$ cat src/rtl/fp_adder_pipe.sv
// fp_adder_pipe: pipelined IEEE-754 adder (capture, align, add/normalise, round/pack) with valid/ready.
// Build option: define FP_ADDER_PIPE_SUB_OP_EN to add the op_sub port (computes a - b when set).
module fp_adder_pipe #(
    parameter int EXP_W = 8,
    parameter int MAN_W = 23
) (
    input  logic                 clk,
    input  logic                 rst_n,
    input  logic                 in_valid,
    output logic                 in_ready,
    input  logic [EXP_W+MAN_W:0] fp_a,
    input  logic [EXP_W+MAN_W:0] fp_b,
    input  logic [2:0]           r_mode,
`ifdef FP_ADDER_PIPE_SUB_OP_EN
    input  logic                 op_sub,
`endif
    output logic                 out_valid,
    input  logic                 out_ready,
    output logic [EXP_W+MAN_W:0] fp_result,
    output logic                 overflow,
    output logic                 underflow,
    output logic                 invalid,
    output logic                 inexact
);
    localparam int W  = 1 + EXP_W + MAN_W;
    localparam int M  = MAN_W + 4;
    localparam int E1 = EXP_W + 1;
    localparam logic [EXP_W-1:0] EMAX = '1;

    // Handshake: a transfer happens on an edge where valid & ready are both high. The whole
    // pipeline moves only when the output register is empty or being drained (adv); bubbles keep their slot.
    logic adv;
    assign adv      = !out_valid | out_ready;
    assign in_ready = adv;

    logic [W-1:0] b_eff;
`ifdef FP_ADDER_PIPE_SUB_OP_EN
    assign b_eff = {fp_b[W-1] ^ op_sub, fp_b[W-2:0]};
`else
    assign b_eff = fp_b;
`endif

    // Stage registers: capture (0), aligned (1), normalised (2), rounded output.
    logic v0, v1, v2;
    logic [W-1:0] a0, b0;
    logic [2:0] rm0, s1_rm, s2_rm;
    logic s1_sx, s1_sy, s1_spec, s1_inv, s2_sign, s2_spec, s2_inv;
    logic [EXP_W-1:0] s1_exp;
    logic [M-1:0] s1_mx, s1_my, s2_m;
    logic [E1-1:0] s2_exp;
    logic [W-1:0] s1_val, s2_val;

    // S1: classify, swap so x has the larger magnitude, align y with sticky collapse.
    logic a_inf, b_inf, a_nan, b_nan, inf_clash, spec_n, inv_n1, swap;
    logic [W-1:0] val_n, x, y;
    logic [EXP_W-1:0] ex, ey, d;
    logic [M-1:0] mx, my, my_al;
    logic [2*M-1:0] wide;
    always_comb begin
        a_inf     = (a0[W-2:MAN_W] == EMAX) && (a0[MAN_W-1:0] == '0);
        b_inf     = (b0[W-2:MAN_W] == EMAX) && (b0[MAN_W-1:0] == '0);
        a_nan     = (a0[W-2:MAN_W] == EMAX) && (a0[MAN_W-1:0] != '0);
        b_nan     = (b0[W-2:MAN_W] == EMAX) && (b0[MAN_W-1:0] != '0);
        inf_clash = a_inf && b_inf && (a0[W-1] != b0[W-1]);
        spec_n    = a_nan | b_nan | a_inf | b_inf;
        inv_n1    = (a_nan && !a0[MAN_W-1]) || (b_nan && !b0[MAN_W-1]) || inf_clash;
        if (a_nan || b_nan || inf_clash)
            val_n = {1'b0, EMAX, 1'b1, {(MAN_W-1){1'b0}}};
        else
            val_n = a_inf ? a0 : b0;
        swap = b0[W-2:0] > a0[W-2:0];
        x    = swap ? b0 : a0;
        y    = swap ? a0 : b0;
        ex   = (x[W-2:MAN_W] == '0) ? EXP_W'(1) : x[W-2:MAN_W];
        ey   = (y[W-2:MAN_W] == '0) ? EXP_W'(1) : y[W-2:MAN_W];
        d    = ex - ey;
        mx   = {x[W-2:MAN_W] != '0, x[MAN_W-1:0], 3'b000};
        my   = {y[W-2:MAN_W] != '0, y[MAN_W-1:0], 3'b000};
        wide = {my, {M{1'b0}}} >> d;
        if (32'(d) >= 32'(MAN_W + 3))
            my_al = {{(M-1){1'b0}}, |my};
        else
            my_al = {wide[2*M-1:M+1], wide[M] | (|wide[M-1:0])};
    end

    // S2: add or subtract magnitudes, then normalise without dropping below exponent 1.
    logic sub_op, sign_n;
    logic [M:0] sum;
    logic [E1-1:0] e_in, e_n;
    logic [M-1:0] m_n;
    logic [15:0] lz, lim, sh;
    always_comb begin
        sub_op = s1_sx ^ s1_sy;
        sum    = sub_op ? ({1'b0, s1_mx} - {1'b0, s1_my}) : ({1'b0, s1_mx} + {1'b0, s1_my});
        e_in   = {1'b0, s1_exp};
        lz     = 16'(M);
        for (int i = 0; i < M; i++)
            if (sum[i]) lz = 16'(M - 1 - i);
        lim = 16'(e_in) - 16'd1;
        sh  = (lz > lim) ? lim : lz;
        if (sum[M]) begin
            m_n = {sum[M:2], sum[1] | sum[0]};
            e_n = e_in + E1'(1);
        end else begin
            m_n = sum[M-1:0] << sh;
            e_n = e_in - E1'(sh);
            if (!m_n[M-1]) e_n = '0;
        end
        if (m_n == '0)
            sign_n = sub_op ? (s1_rm == 3'b010) : s1_sx;
        else
            sign_n = s1_sx;
    end

    // S3: round with guard/round/sticky, handle overflow per mode, pack.
    logic g, rb, st, any, up, to_inf, ov_n, uf_n, inv_n, nx_n;
    logic [MAN_W+1:0] mr;
    logic [E1-1:0] ef;
    logic [MAN_W-1:0] frac;
    logic [W-1:0] res_n;
    always_comb begin
        g   = s2_m[2];
        rb  = s2_m[1];
        st  = s2_m[0];
        any = g | rb | st;
        case (s2_rm)
            3'b001:  up = 1'b0;
            3'b010:  up = s2_sign & any;
            3'b011:  up = !s2_sign & any;
            3'b100:  up = g;
            default: up = g & (rb | st | s2_m[3]);
        endcase
        mr   = {1'b0, s2_m[M-1:3]} + (MAN_W+2)'(up);
        ef   = s2_exp;
        frac = mr[MAN_W-1:0];
        if (mr[MAN_W+1]) begin
            ef   = s2_exp + E1'(1);
            frac = '0;
        end else if (s2_exp == '0 && mr[MAN_W]) begin
            ef = E1'(1);
        end
        ov_n = ef >= {1'b0, EMAX};
        case (s2_rm)
            3'b001:  to_inf = 1'b0;
            3'b010:  to_inf = s2_sign;
            3'b011:  to_inf = !s2_sign;
            default: to_inf = 1'b1;
        endcase
        if (ov_n)
            res_n = to_inf ? {s2_sign, EMAX, {MAN_W{1'b0}}}
                           : {s2_sign, EMAX - EXP_W'(1), {MAN_W{1'b1}}};
        else
            res_n = {s2_sign, ef[EXP_W-1:0], frac};
        uf_n  = !ov_n && (ef == '0) && (frac != '0);
        nx_n  = any | ov_n;
        inv_n = 1'b0;
        if (s2_spec) begin
            res_n = s2_val;
            ov_n  = 1'b0;
            uf_n  = 1'b0;
            nx_n  = 1'b0;
            inv_n = s2_inv;
        end
    end

    always_ff @(posedge clk or negedge rst_n) begin
        if (!rst_n) begin
            v0 <= 1'b0; a0 <= '0; b0 <= '0; rm0 <= '0;
            v1 <= 1'b0; s1_sx <= 1'b0; s1_sy <= 1'b0; s1_exp <= '0; s1_mx <= '0; s1_my <= '0;
            s1_rm <= '0; s1_spec <= 1'b0; s1_inv <= 1'b0; s1_val <= '0;
            v2 <= 1'b0; s2_sign <= 1'b0; s2_exp <= '0; s2_m <= '0; s2_rm <= '0;
            s2_spec <= 1'b0; s2_inv <= 1'b0; s2_val <= '0;
            out_valid <= 1'b0; fp_result <= '0;
            overflow <= 1'b0; underflow <= 1'b0; invalid <= 1'b0; inexact <= 1'b0;
        end else if (adv) begin
            v0 <= in_valid; a0 <= fp_a; b0 <= b_eff; rm0 <= r_mode;
            v1 <= v0; s1_sx <= x[W-1]; s1_sy <= y[W-1]; s1_exp <= ex; s1_mx <= mx; s1_my <= my_al;
            s1_rm <= rm0; s1_spec <= spec_n; s1_inv <= inv_n1; s1_val <= val_n;
            v2 <= v1; s2_sign <= sign_n; s2_exp <= e_n; s2_m <= m_n; s2_rm <= s1_rm;
            s2_spec <= s1_spec; s2_inv <= s1_inv; s2_val <= s1_val;
            out_valid <= v2; fp_result <= res_n;
            overflow <= ov_n; underflow <= uf_n; invalid <= inv_n; inexact <= nx_n;
        end
    end
endmodule

$ cat config.mk
export PLATFORM = sky130hd
export DESIGN_NAME = fp_adder_pipe
export DESIGN_NICKNAME = d
export VERILOG_FILES = /design/src/rtl/fp_adder_pipe.sv
export SDC_FILE = /design/constraint.sdc
export NUM_CORES = 1
export LEC_CHECK = 0
export CAP_MARGIN = 15
export CORE_ASPECT_RATIO = 1.5
export CORE_UTILIZATION = 55
export CTS_CLUSTER_DIAMETER = 80
export CTS_CLUSTER_SIZE = 8
export DETAILED_ROUTE_END_ITERATION = 8
export PLACE_DENSITY = 0.74
export SLEW_MARGIN = 20
export SYNTH_ARGS = -nofsm -noshare
export SYNTH_HDL_FRONTEND = slang
export SYNTH_SLANG_ARGS = --single-unit
$ cat constraint.sdc
create_clock -name clk -period 17 [get_ports clk]
set_clock_uncertainty 0.05 [all_clocks]
set_input_delay 3.4 -clock clk [delete_from_list [all_inputs] [get_ports clk]]
set_output_delay 3.4 -clock clk [all_outputs]
set_load 0.005 [all_outputs]
==> run summary <==
Cells and area
- count of fill cells added during filler insertion: 3282
- fraction of final layout cells with drive strength greater than 1: 6.50%
- count of nets after finishing: 2701
- number of antenna repair diodes: 0
- Sequential Area: 6980 sq um
- area grow syn2layout: 12.3%
- multi-input combinational cell area: 12700 sq um

Drt
- routed via count: 19600
- number of iterations in the first detailed-routing pass: 6
- vias per std cell: 6.53
- post-detailed-route wirelength per cell: 22.7 microns
- DRC viols: 0
- number of design-rule violations left by the first detailed-router iteration: 1967
- Total Wirelength: 68.3 mm
- Detail Route Antenna Nets: 0

Clock network
- post-cts repair resize count: 0
- TritonCTS clock tree: yes
- number of hold-repair buffers added at the cts stage: 0
- maximum buffer depth of the clock tree: 3
- maximum level of the CTS H-tree: 2
- clock-pin slew on the worst setup and hold paths: 50 ps
- clock root buffer: sky130_fd_sc_hd__clkbuf_16
- number of sinks on the clock net: 279
- Skew-Pair Late Insertion Delay: 540 ps
- number of buffers added by the clock tree synthesis step: 40
- post-CTS setup buffer count: 0

Synthesis
- fraction of registers with async set or reset after synthesis: 100%
- cell count after synthesis: 2480
- Post-Syn Area: 20600 sq um
- leading register cell type out of synthesis: sky130_fd_sc_hd__dfrtp_1
- share of the yosys chip area belonging to registers: 33.9%
- number of enable-type register cells in the synthesized netlist: 0
- number of distinct library cell variants in the gate-level netlist after synthesis: 100
- Yosys warning total: 0
- #FFs+latches synth: 279
- Avg Inst Size Synth: 8.30 sq um

Critical path
- CP max-delay cell: sky130_fd_sc_hd__a2111oi_0
- critical-path maximum fanout: 22
- maximum cell stage delay along the critical path: 950 ps
- data required time at the worst endpoint: 17360 ps
- startpoint class of the critical path: flop
- buffer and inverter count on the worst path: 3
- Arrival @ worst endpoint: 9200 ps
- most numerous cell on the critical path: sky130_fd_sc_hd__o211ai_1
- worst setup path category: reg2reg
- Worst path top cell family by delay: compound AO/OA/AOI/OAI gates
- element type at the critical path end: flop

Timing
- Total Negative Setup Slacks: 0 ps
- RSZ-0062 raised after global routing: no
- worst slew pin tran: 1100 ps
- Peak Freq: 113 MHz
- count of endpoints failing hold in the final timing report: 0
- post-route clock period utilization: 52.0%
- Slew headroom: 24.8%
- final setup violation count: 0
- final critical path time including I/O delays and setup: 8850 ps
- max-slew violation total from the final report: 0

Global routing
- met1 capacity usage during global routing: 42.9%
- largest net degree at the start of global routing: 129
- most heavily used metal layer in global routing: met2
- met3 track utilization from global routing: 3.85%
- global-route wire length before repair: 107 mm
- Total Routing Usage GR: 35.8%
- initial antenna violation count: 0
- via count of the first global-routing pass: 19100
- global-route track usage on met2: 59.0%
- GRT Residual Overflow: 0

Floorplanning
- initial standard-cell utilization of the core: 56.0%
- area inside the core boundary: 36800 sq um
- Die Area: 38200 sq um
- die outline height: 239 microns
- Die X: 160 microns
- Top Ports: 109
- count of standard-cell rows: 86

Run status
- outcome: completed

Placement
- number of I/O port buffers: 108
- Final Wtd Congestion: 1.10
- detailed-placement wirelength estimate: 51.5 mm

Job
- maximum capacitance violations: 0

Hold path
- path type of the worst min-delay path: reg2reg

[routing by layer]
layer / vias to the layer above / part of all wire [%]
met1: 9429 / 38
met3: 259 / 5.4
met4: 0 / 8.8
met2: 891 / 47
li1: 9058 / -
met5: - / 0
[layout by cell type, fill, tap and decap left out, types with 25 or more instances in the layout]
cell / n
sky130_fd_sc_hd__clkbuf_16: 40
sky130_fd_sc_hd__buf_4: 30
sky130_fd_sc_hd__a21o_1: 31
sky130_fd_sc_hd__nand2_1: 440
sky130_fd_sc_hd__nor3_1: 47
sky130_fd_sc_hd__inv_1: 105
sky130_fd_sc_hd__nor4_1: 25
sky130_fd_sc_hd__clkdlybuf4s50_1: 107
sky130_fd_sc_hd__a22o_1: 28
sky130_fd_sc_hd__nand2b_1: 25
sky130_fd_sc_hd__mux2i_1: 71
sky130_fd_sc_hd__nor2_1: 214
sky130_fd_sc_hd__nand3_1: 47
sky130_fd_sc_hd__o22ai_1: 63
sky130_fd_sc_hd__xnor2_1: 47
sky130_fd_sc_hd__nand4_1: 29
sky130_fd_sc_hd__ha_1: 106
sky130_fd_sc_hd__o21ai_0: 161
sky130_fd_sc_hd__xor2_1: 36
sky130_fd_sc_hd__a21oi_1: 143
sky130_fd_sc_hd__dfrtp_1: 279
sky130_fd_sc_hd__mux4_2: 32
[sequential cells by signal, summed over array words and instances, names as in the netlist, 3 cells and up]
register and cells:
s2_rm 3, s1_mx 24, a0 32, s1_my 27
b0 32, s2_exp 9, s1_rm 3, s1_exp 8
s2_val 32, s2_m 27, s1_val 32, rm0 3
fp_result 32
[final timing paths]
check,from,endpoint,slack [ps],cells after the start
setup / recovery,s1_mx[3]$_DFFE_PN0P_,s2_sign$_DFFE_PN0P_,8150,31
hold / removal,v2$_DFFE_PN0P_,out_valid$_DFFE_PN0P_,400,1
setup reg to reg,s1_mx[3]$_DFFE_PN0P_,s2_sign$_DFFE_PN0P_,8150,31
hold reg to reg,v2$_DFFE_PN0P_,out_valid$_DFFE_PN0P_,400,1
max in group asynchronous,rst_n,s1_my[23]$_DFFE_PN0P_,12480,2
min in group asynchronous,rst_n,s2_m[14]$_DFFE_PN0P_,2880,1
[Yosys cell counts, types with 29 or more instances]
cell                         n  area (sq um)
sky130_fd_sc_hd__dfrtp_1   279          6980
sky130_fd_sc_hd__nor3_1     47           235
sky130_fd_sc_hd__nand3_1    47           235
sky130_fd_sc_hd__mux2i_1    71           711
sky130_fd_sc_hd__o22ai_1    63           394
sky130_fd_sc_hd__xnor2_1    48           420
sky130_fd_sc_hd__nand4_1    29           181
sky130_fd_sc_hd__mux4_2     32           721
sky130_fd_sc_hd__nand2_1   440          1650
sky130_fd_sc_hd__o21ai_0   161           806
sky130_fd_sc_hd__ha_1      106          1330
sky130_fd_sc_hd__nor2_1    214           803
sky130_fd_sc_hd__xor2_1     37           324
sky130_fd_sc_hd__inv_1     105           394
sky130_fd_sc_hd__a21o_1     31           233
sky130_fd_sc_hd__clkbuf_1  120           450
sky130_fd_sc_hd__a21oi_1   144           721
[worst reg2reg max path: cells and delay by family, from the launching register on]
kind	cells	cell delay [ps]
adder cells (fa/ha/maj)	2	500
AND/OR/NAND/NOR	12	2300
flip-flops	1	400
AO/OA/AOI/OAI	14	4830
buffers and inverters	3	660
[cell families after synthesis]
logic type,Yosys count,share of synthesized area (%)
compound gates,695,22.5
simple gates,942,20.7
buf+inv,251,4.72
fa+ha+maj,109,6.73
flops,279,33.9
mux,117,7.74
xor+xnor,86,3.69
other cells,1,0.0182
[through the flow]
step / cells / area [sq um] / hold WS [ps] / util [%] / setup WS (ps)
after floorplan: 2481 / 20600 / 380 / - / 9260
after global placement: 2962 / 22000 / 391 / 59.8 / 8200
after detailed placement: 2962 / 22000 / 396 / 59.8 / 8160
after CTS: 3006 / 23100 / 404 / 62.7 / 8150
after global routing: 3007 / 23100 / 422 / 62.8 / 7780
final: 3007 / 23100 / 401 / 62.8 / 8150
[final cells by class]
type                            count  area share (%)
Sequential cell                   279            30.2
Clock inverter                      3           0.330
Tap cell                          484            2.62
Inverter                          109            1.81
Clock buffer                       41            4.34
Timing Repair Buffer              140            5.81
Multi-Input combinational cell   1951            54.9
Power is left out: the tool's default activity adds up to more than one toggle a clock period on the data nets, which glitch-free logic cannot reach.
